**config.mk**
```make
export PLATFORM = sky130hd
export DESIGN_NAME = mux_serializer_8
export DESIGN_NICKNAME = d
export VERILOG_FILES = /design/src/rtl/mux_serializer_8_pkg.sv /design/src/rtl/mux_serializer_8_mux.sv /design/src/rtl/mux_serializer_8.sv
export SDC_FILE = /design/constraint.sdc
export NUM_CORES = 1
export LEC_CHECK = 0
export CORE_UTILIZATION = 31
export DETAILED_ROUTE_END_ITERATION = 8
export GPL_ROUTABILITY_DRIVEN = 0
export PLACE_DENSITY_LB_ADDON = 0.12
export SLEW_MARGIN = 20
export SYNTH_ARGS = -nofsm -noshare
export SYNTH_HDL_FRONTEND = slang
export SYNTH_SLANG_ARGS = --single-unit
export TNS_END_PERCENT = 1
```
**constraint.sdc**
```tcl
create_clock -name clk_i -period 4.1 [get_ports clk_i]
set_clock_uncertainty 0.15 [all_clocks]
set_input_delay 0.41 -clock clk_i [delete_from_list [all_inputs] [get_ports clk_i]]
set_output_delay 0.41 -clock clk_i [all_outputs]
set_load 0.1 [all_outputs]
```
**src/rtl/mux_serializer_8_pkg.sv**
```systemverilog
// Shared types and constants for the 8-bit serializer that feeds the 8-to-1 mux.
package mux_serializer_8_pkg;

    localparam int unsigned MuxWidth = 8;
    localparam int unsigned SelW     = 3;

    typedef enum logic {
        StIdle  = 1'b0,
        StShift = 1'b1
    } state_e;

    function automatic logic [SelW-1:0] sel_first(input bit lsb_first);
        return lsb_first ? 3'd0 : 3'd7;
    endfunction

    function automatic logic [SelW-1:0] sel_last(input bit lsb_first);
        return lsb_first ? 3'd7 : 3'd0;
    endfunction

endpackage

```
**src/rtl/mux_serializer_8_mux.sv**
```systemverilog
// Plain 8-to-1 multiplexer: y = d[s].
module Mux_8to1 (
    input  logic [2:0] s,
    input  logic [7:0] d,
    output logic       y
);

    assign y = d[s];

endmodule

```
**src/rtl/mux_serializer_8.sv**
```systemverilog
// Parallel-to-serial stage: holds a word and steps the mux select through it, one bit per enable.
module mux_serializer_8
    import mux_serializer_8_pkg::*;
#(
    parameter bit          LSB_FIRST = 1'b1,
    parameter int unsigned DATA_W    = 8
) (
    input  logic              clk_i,
    input  logic              reset_i,
    input  logic              load_valid_i,
    input  logic [DATA_W-1:0] load_data_i,
    output logic              load_ready_o,
    input  logic              shift_en_i,
    output logic [DATA_W-1:0] mux_d_o,
    output logic [SelW-1:0]   mux_s_o,
    output logic              ser_out_o,
    output logic              ser_valid_o,
    output logic              frame_start_o,
    output logic              frame_done_o
);

    localparam logic [SelW-1:0] SelFirst = sel_first(LSB_FIRST);
    localparam logic [SelW-1:0] SelLast  = sel_last(LSB_FIRST);

    if (DATA_W != MuxWidth) begin : g_width_check
        $error("mux_serializer_8: DATA_W must be 8 to match the 8-to-1 mux");
    end

    state_e            state_q;
    logic [DATA_W-1:0] data_q;
    logic [SelW-1:0]   sel_q;
    logic              last_bit;
    logic              accept;

    always_comb begin
        last_bit     = (state_q == StShift) && (sel_q == SelLast) && shift_en_i;
        // Ready in the last-bit cycle too, so a waiting word follows with no gap.
        load_ready_o = !reset_i && ((state_q == StIdle) || last_bit);
        accept       = load_valid_i && load_ready_o;
    end

    always_ff @(posedge clk_i or posedge reset_i) begin
        if (reset_i) begin
            state_q <= StIdle;
            data_q  <= '0;
            sel_q   <= SelFirst;
        end else begin
            unique case (state_q)
                StIdle: begin
                    if (accept) begin
                        data_q  <= load_data_i;
                        sel_q   <= SelFirst;
                        state_q <= StShift;
                    end
                end
                StShift: begin
                    if (shift_en_i) begin
                        if (sel_q == SelLast) begin
                            sel_q <= SelFirst;
                            if (accept) begin
                                data_q <= load_data_i;
                            end else begin
                                state_q <= StIdle;
                            end
                        end else if (LSB_FIRST) begin
                            sel_q <= sel_q + 3'd1;
                        end else begin
                            sel_q <= sel_q - 3'd1;
                        end
                    end
                end
                default: state_q <= StIdle;
            endcase
        end
    end

    always_comb begin
        ser_valid_o   = (state_q == StShift);
        // No wrap inside a frame, so the start index is only seen on the first bit.
        frame_start_o = (state_q == StShift) && (sel_q == SelFirst);
        frame_done_o  = last_bit;
    end

    assign mux_d_o = data_q;
    assign mux_s_o = sel_q;

    Mux_8to1 u_mux (
        .s (sel_q),
        .d (data_q[7:0]),
        .y (ser_out_o)
    );

endmodule

```
Word level (Yosys, flattened, before mapping) --
Index checks and enable logic that the tools add are counted.
Operators by class: add/subtract/negate cells 1, magnitude comparators 1, equal/unequal tests 4, mux-type cells 14, bitwise operators 1, reductions and logical operators 10
Operators with widths (count):
- 2-to-1 mux 8 bit | 3
- case mux 8 bit (2 select lines) | 1
- 2-to-1 mux 3 bit | 3
- case mux 3 bit (2 select lines) | 1
- logical AND 1 bit | 5
- less-than comparator 3 x 4 -> 1 bit (second input constant) | 1
- 2-to-1 mux 1 bit | 4
- inequality test 2 bit (second input constant) | 2
- AND reduction 2 bit | 2
- adder 3 x 1 -> 3 bit (second input constant) | 1
- binary-select mux 1 bit (select 3 bit) | 1
- equality test 3 bit (second input constant) | 1
- zero test 3 bit | 1
- inequality test 2 x 1 -> 1 bit (second input constant) | 1
- case mux 1 bit (2 select lines) | 1
- zero test 1 bit | 1
- logical OR 1 bit | 1
- inverter 1 bit | 1
Word-level totals: register bits after elaboration 12, bits of input ports 12, output and inout bits 16, word-level logic and storage cells 34

Depth between registers and ports, before layout --
depth in word-level cells 10, depth in mapped cells 5, gate-level depth less buffers 5

Cells and area by module --
Synthesis repeated with hierarchy kept, for this count alone.
Unflattened totals: cells, all modules 43, area total of the unflattened synthesis 658.1 um^2
Modules (own cells, without submodules):
- mux_serializer_8 | times used 1, cells each 40, area each 594.3 um^2, seq. area each 300.3 um^2
- Mux_8to1 | times used 1, cells each 3, area each 63.8 um^2, seq. area each 0.0 um^2

Least setup slack after synthesis --
Ideal clock, no wire load.
kind register to output, start point register sel_q[0], in the netlist mux_s_o[0], end point output load_ready_o, arrival 2.839 ns, required time 3.540 ns, path slack 0.701 ns, stages on the path, launching flop included 5, buffers on the path 0, path through dfrtp_1 > ha_1 > ha_1 > a21boi_2 > nor2_1
Between the ends: word-level cells in the longest chain between the ends 5
Ends and longest elaborated chain:
- start, declared | line mux_serializer_8.sv:31 | logic [SelW-1:0] sel_q;
- start signal, assigned | line mux_serializer_8.sv:46 | sel_q <= SelFirst;
- start signal, assigned | line mux_serializer_8.sv:52 | sel_q <= SelFirst;
- start signal, assigned | line mux_serializer_8.sv:59 | sel_q <= SelFirst;
- equality test 3 bit | line mux_serializer_8.sv:36 | last_bit = (state_q == StShift) && (sel_q == SelLast) && shift_en_i;
- logical AND 1 bit (2 in series) | line mux_serializer_8.sv:36
- logical OR 1 bit | line mux_serializer_8.sv:38 | load_ready_o = !reset_i && ((state_q == StIdle) || last_bit);
- logical AND 1 bit | line mux_serializer_8.sv:38
- end, declared | line mux_serializer_8.sv:12 | output logic load_ready_o,
No other way between the ends.

Worst setup path in the final report --
start point register sel_q[0], in the netlist mux_s_o[0], end point output ser_out_o
Between the ends: word-level cells in the longest chain between the ends 2
Ends and longest elaborated chain:
- binary-select mux 1 bit (select 3 bit) | line mux_serializer_8_mux.sv:8 | assign y = d[s];
- 2-to-1 mux 1 bit (not written as such) | line mux_serializer_8_mux.sv:8
- end, declared | line mux_serializer_8.sv:16 | output logic ser_out_o,
No other way between the ends. The select of a mux whose other input is x is not followed.

==> metrics.txt <==
# TYPE chip_impl_metric gauge
chip_impl_info{name="status",value="complete, no violations"} 1
chip_impl_metric{name="post_synth_xor_area_fraction",unit="%"} 0
chip_impl_info{name="hold_path.class",value="in2async"} 1
chip_impl_metric{name="number_of_nets_in_the_finished_design",unit=""} 93
chip_impl_metric{name="floorplan.io_pins",unit=""} 28
chip_impl_metric{name="dpl.hpwl",unit="um"} 925
chip_impl_metric{name="final_layout_size_suffix_gt1_share",unit="%"} 21.1
chip_impl_info{name="netlist.top_cell.by_area",value="sky130_fd_sc_hd__dfrtp_1"} 1
chip_impl_metric{name="routed_via_density",unit=""} 4.75
chip_impl_metric{name="setup-violations-final",unit=""} 0
chip_impl_metric{name="clock_latency",unit="ns"} 0.27
chip_impl_info{name="root_buffer",value="sky130_fd_sc_hd__clkbuf_4"} 1
chip_impl_metric{name="synth.cell_area",unit="um2"} 619
chip_impl_metric{name="slew_headroom",unit="%"} 34.9
chip_impl_metric{name="fin_area",unit="um2"} 933
chip_impl_metric{name="die-area",unit="mm2"} 0.00218
chip_impl_metric{name="synth_sequential_area_ratio",unit="%"} 48.5
chip_impl_metric{name="std_cell_rows",unit=""} 15
chip_impl_metric{name="wl_per_cell",unit="um"} 12.4
chip_impl_metric{name="detailedRoute.firstIterationViolations",unit=""} 11
chip_impl_metric{name="cts_inserted_buffers",unit=""} 3
chip_impl_metric{name="post-cts-setup-buffers",unit=""} 0
chip_impl_metric{name="grt_start_max_net_pins",unit=""} 14
chip_impl_metric{name="critical_path_required",unit="ns"} 3.54
chip_impl_metric{name="place_area",unit="um2"} 911
chip_impl_metric{name="cts_sink_count",unit=""} 12
chip_impl_metric{name="post-route-drc-count",unit=""} 0
chip_impl_info{name="synth_top_flop_cell",value="sky130_fd_sc_hd__dfrtp_1"} 1
chip_impl_metric{name="synthesis.yosys.warnings",unit=""} 0
chip_impl_metric{name="muxShareOfSynthArea",unit="%"} 24.8
chip_impl_info{name="yosys.cell_count.top_type",value="sky130_fd_sc_hd__dfrtp_1"} 1
chip_impl_metric{name="syn-mean-instance-area",unit="um2"} 13.2
chip_impl_metric{name="timing.final.hold_violations",unit=""} 0
chip_impl_metric{name="f_max",unit="MHz"} 319
chip_impl_metric{name="ctsHtreeMaxLevel",unit=""} 1
chip_impl_info{name="synth_top_family_by_area",value="multiplexers"} 1
chip_impl_metric{name="initial_utilization",unit="%"} 34.4
chip_impl_metric{name="synth.ff_latch_count",unit=""} 12
chip_impl_metric{name="first_global_vias",unit=""} 441
chip_impl_metric{name="number_of_synthesized_flops_with_an_enable_pin",unit=""} 0
chip_impl_metric{name="syn_to_final_growth",unit="%"} 50.7
chip_impl_metric{name="die_w",unit="um"} 46.7
chip_impl_metric{name="async_reset_ff_share",unit="%"} 100
chip_impl_metric{name="period_share",unit="%"} 76.3
chip_impl_metric{name="worst-endpoint-arrival",unit="ns"} 2.57
chip_impl_metric{name="clkSlewWorstSetupHoldPaths",unit="ns"} 0.07
chip_impl_metric{name="drt_first_pass_iters",unit=""} 4
chip_impl_metric{name="timing_max_transition_violations_final",unit=""} 0
chip_impl_metric{name="totalNegativeSetupSlack",unit="ns"} 0
chip_impl_metric{name="post_synth_num_cell_types",unit=""} 17
chip_impl_metric{name="drt_wl_total",unit="um"} 1260
chip_impl_info{name="setup_repair_after_global_routing_missed_its_margin",value="false"} 1
chip_impl_metric{name="regArea",unit="um2"} 300
chip_impl_metric{name="period_minus_slack",unit="ns"} 3.13
chip_impl_metric{name="multiInputGateArea",unit="um2"} 303
chip_impl_metric{name="cap_violations",unit=""} 0
chip_impl_metric{name="cts.hold.buffers_added",unit=""} 0
chip_impl_info{name="timing.critical_path.from_type",value="register"} 1
chip_impl_metric{name="net_count_of_the_mapped_netlist",unit=""} 62
chip_impl_metric{name="critPathMaxFanout",unit=""} 7
chip_impl_metric{name="design.core.area",unit="mm2"} 0.00180
chip_impl_metric{name="vias",unit=""} 480
chip_impl_metric{name="syn-instance-count",unit=""} 47
chip_impl_metric{name="compound_gate_fraction_of_synth_area",unit="%"} 9.90
chip_impl_metric{name="die-height",unit="um"} 46.7
chip_impl_metric{name="number_of_filler_cells_placed_in_the_layout",unit=""} 177
chip_impl_metric{name="post_synthesis_adder_cell_area_fraction",unit="%"} 6.06
chip_impl_metric{name="insertedDiodeCount",unit=""} 0
chip_impl_info{name="worstSetupPathType",value="reg2out"} 1
chip_impl_metric{name="gr-usage-all-layers",unit="%"} 13.8
chip_impl_metric{name="simple_gate_fraction_of_synth_area",unit="%"} 8.08
chip_impl_metric{name="synthDominantCellAreaShare",unit="%"} 48.5
chip_impl_metric{name="count_of_buffers_inserted_at_the_top_level_ports",unit=""} 27
chip_impl_metric{name="max_slew.worst_pin.slew",unit="ns"} 0.973
chip_impl_info{name="timing.critical_path.to_type",value="output port"} 1
chip_impl_metric{name="final_global_route_overflow_total",unit=""} 0
chip_impl_metric{name="clk_buf_depth",unit=""} 2
chip_impl_metric{name="grt_pass1_wl",unit="um"} 2040
chip_impl_info{name="tritoncts_clock_tree",value="done"} 1
chip_impl_info{name="synth_area_leaders",value="sky130_fd_sc_hd__dfrtp_1, sky130_fd_sc_hd__mux2_2, sky130_fd_sc_hd__mux4_1"} 1
chip_impl_info{name="netlist_top_cells_count",value="sky130_fd_sc_hd__dfrtp_1, sky130_fd_sc_hd__mux2_2, sky130_fd_sc_hd__nor2_1"} 1
chip_impl_metric{name="antenna_found_initial",unit=""} 0
chip_impl_metric{name="antenna_violating_nets_post_route",unit=""} 0
chip_impl_metric{name="post_cts_resized",unit=""} 0
## cell type report
type / count / area share [%]
flip-flops and latches: 12 / 32.2
multi-input cells: 31 / 32.4
clock buffers: 3 / 2.41
inverters: 3 / 1.21
repair buffers: 27 / 28.4
well taps: 25 / 3.35
## worst paths after layout
kind / start / endpoint / slack (ns) / cells past startpoint
worst min-delay path: reset_i / ser_valid_o$_DFF_PP0_ / 0.36 / 2
worst max register to register: mux_s_o[0]$_DFFE_PP0P_ / mux_d_o[3]$_DFFE_PP0P_ / 2.19 / 5
max in group asynchronous: reset_i / mux_d_o[0]$_DFFE_PP0P_ / 3.11 / 2
worst min register to register: mux_d_o[3]$_DFFE_PP0P_ / mux_d_o[3]$_DFFE_PP0P_ / 0.38 / 1
worst max-delay path: mux_s_o[0]$_DFFE_PP0P_ / ser_out_o / 0.97 / 3
min in group clk_i: mux_d_o[3]$_DFFE_PP0P_ / mux_d_o[3]$_DFFE_PP0P_ / 0.38 / 1
## flip-flops by register name, indices dropped and copies added, names as in the netlist
signal	count
mux_d_o	8
mux_s_o	3
ser_valid_o	1
## critical path, cell delays in order, from the launching register on
cell                              delay (ns)
sky130_fd_sc_hd__dfrtp_1                0.48
sky130_fd_sc_hd__mux4_1                 0.59
sky130_fd_sc_hd__mux2_2                 0.27
sky130_fd_sc_hd__clkdlybuf4s50_1        0.96
## cell usage in the layout (no fill, tap or decap)
cell,netlist,final
sky130_fd_sc_hd__nor2_4,1,1
sky130_fd_sc_hd__a22o_1,1,1
sky130_fd_sc_hd__a32o_1,2,2
sky130_fd_sc_hd__ha_1,3,3
sky130_fd_sc_hd__a21o_1,1,1
sky130_fd_sc_hd__a21boi_2,1,1
sky130_fd_sc_hd__buf_4,0,2
sky130_fd_sc_hd__clkdlybuf4s50_1,0,25
sky130_fd_sc_hd__o22ai_1,1,1
sky130_fd_sc_hd__nand2_1,3,3
sky130_fd_sc_hd__inv_1,3,3
sky130_fd_sc_hd__mux2_2,9,9
sky130_fd_sc_hd__nor2_1,4,4
sky130_fd_sc_hd__and3_1,1,1
sky130_fd_sc_hd__nand2b_1,1,1
sky130_fd_sc_hd__mux4_1,2,2
sky130_fd_sc_hd__dfrtp_1,12,12
sky130_fd_sc_hd__o21a_1,1,1
sky130_fd_sc_hd__clkbuf_4,0,3
## cell families (layout without fill, tap and decap cells)
group / count (synthesis) / in the layout
simple gates: 10 / 10
compound gates: 7 / 7
fa+ha+maj: 3 / 3
buf+inv: 4 / 33
mux: 11 / 11
flops: 12 / 12
## per-stage QoR
| stage | setup slack [ns] | utilization, % | instances | hold WS [ns] |
|---|---|---|---|---|
| after global routing | 0.884 | 51.8 | 101 | 0.412 |
| after global placement | 1.31 | 50.6 | 98 | 0.376 |
| after floorplan | 0.701 | - | 47 | 0.133 |
| final | 0.970 | 51.8 | 101 | 0.357 |
| after detailed placement | 1.27 | 50.6 | 98 | 0.380 |
| after CTS | 0.959 | 51.8 | 101 | 0.372 |
## routing by layer
metal	share of wire (%)	GRT usage (%)	up-vias	wire length (um)
met2	42	20.8	24	525
li1	-	-	235	-
met4	0	1.71	0	0
met3	7.6	5.88	0	96
met1	50	18.9	221	633
met5	0	0	-	0
Power is left out: the tool's default activity adds up to more than one toggle a clock period on the data nets, which glitch-free logic cannot reach.
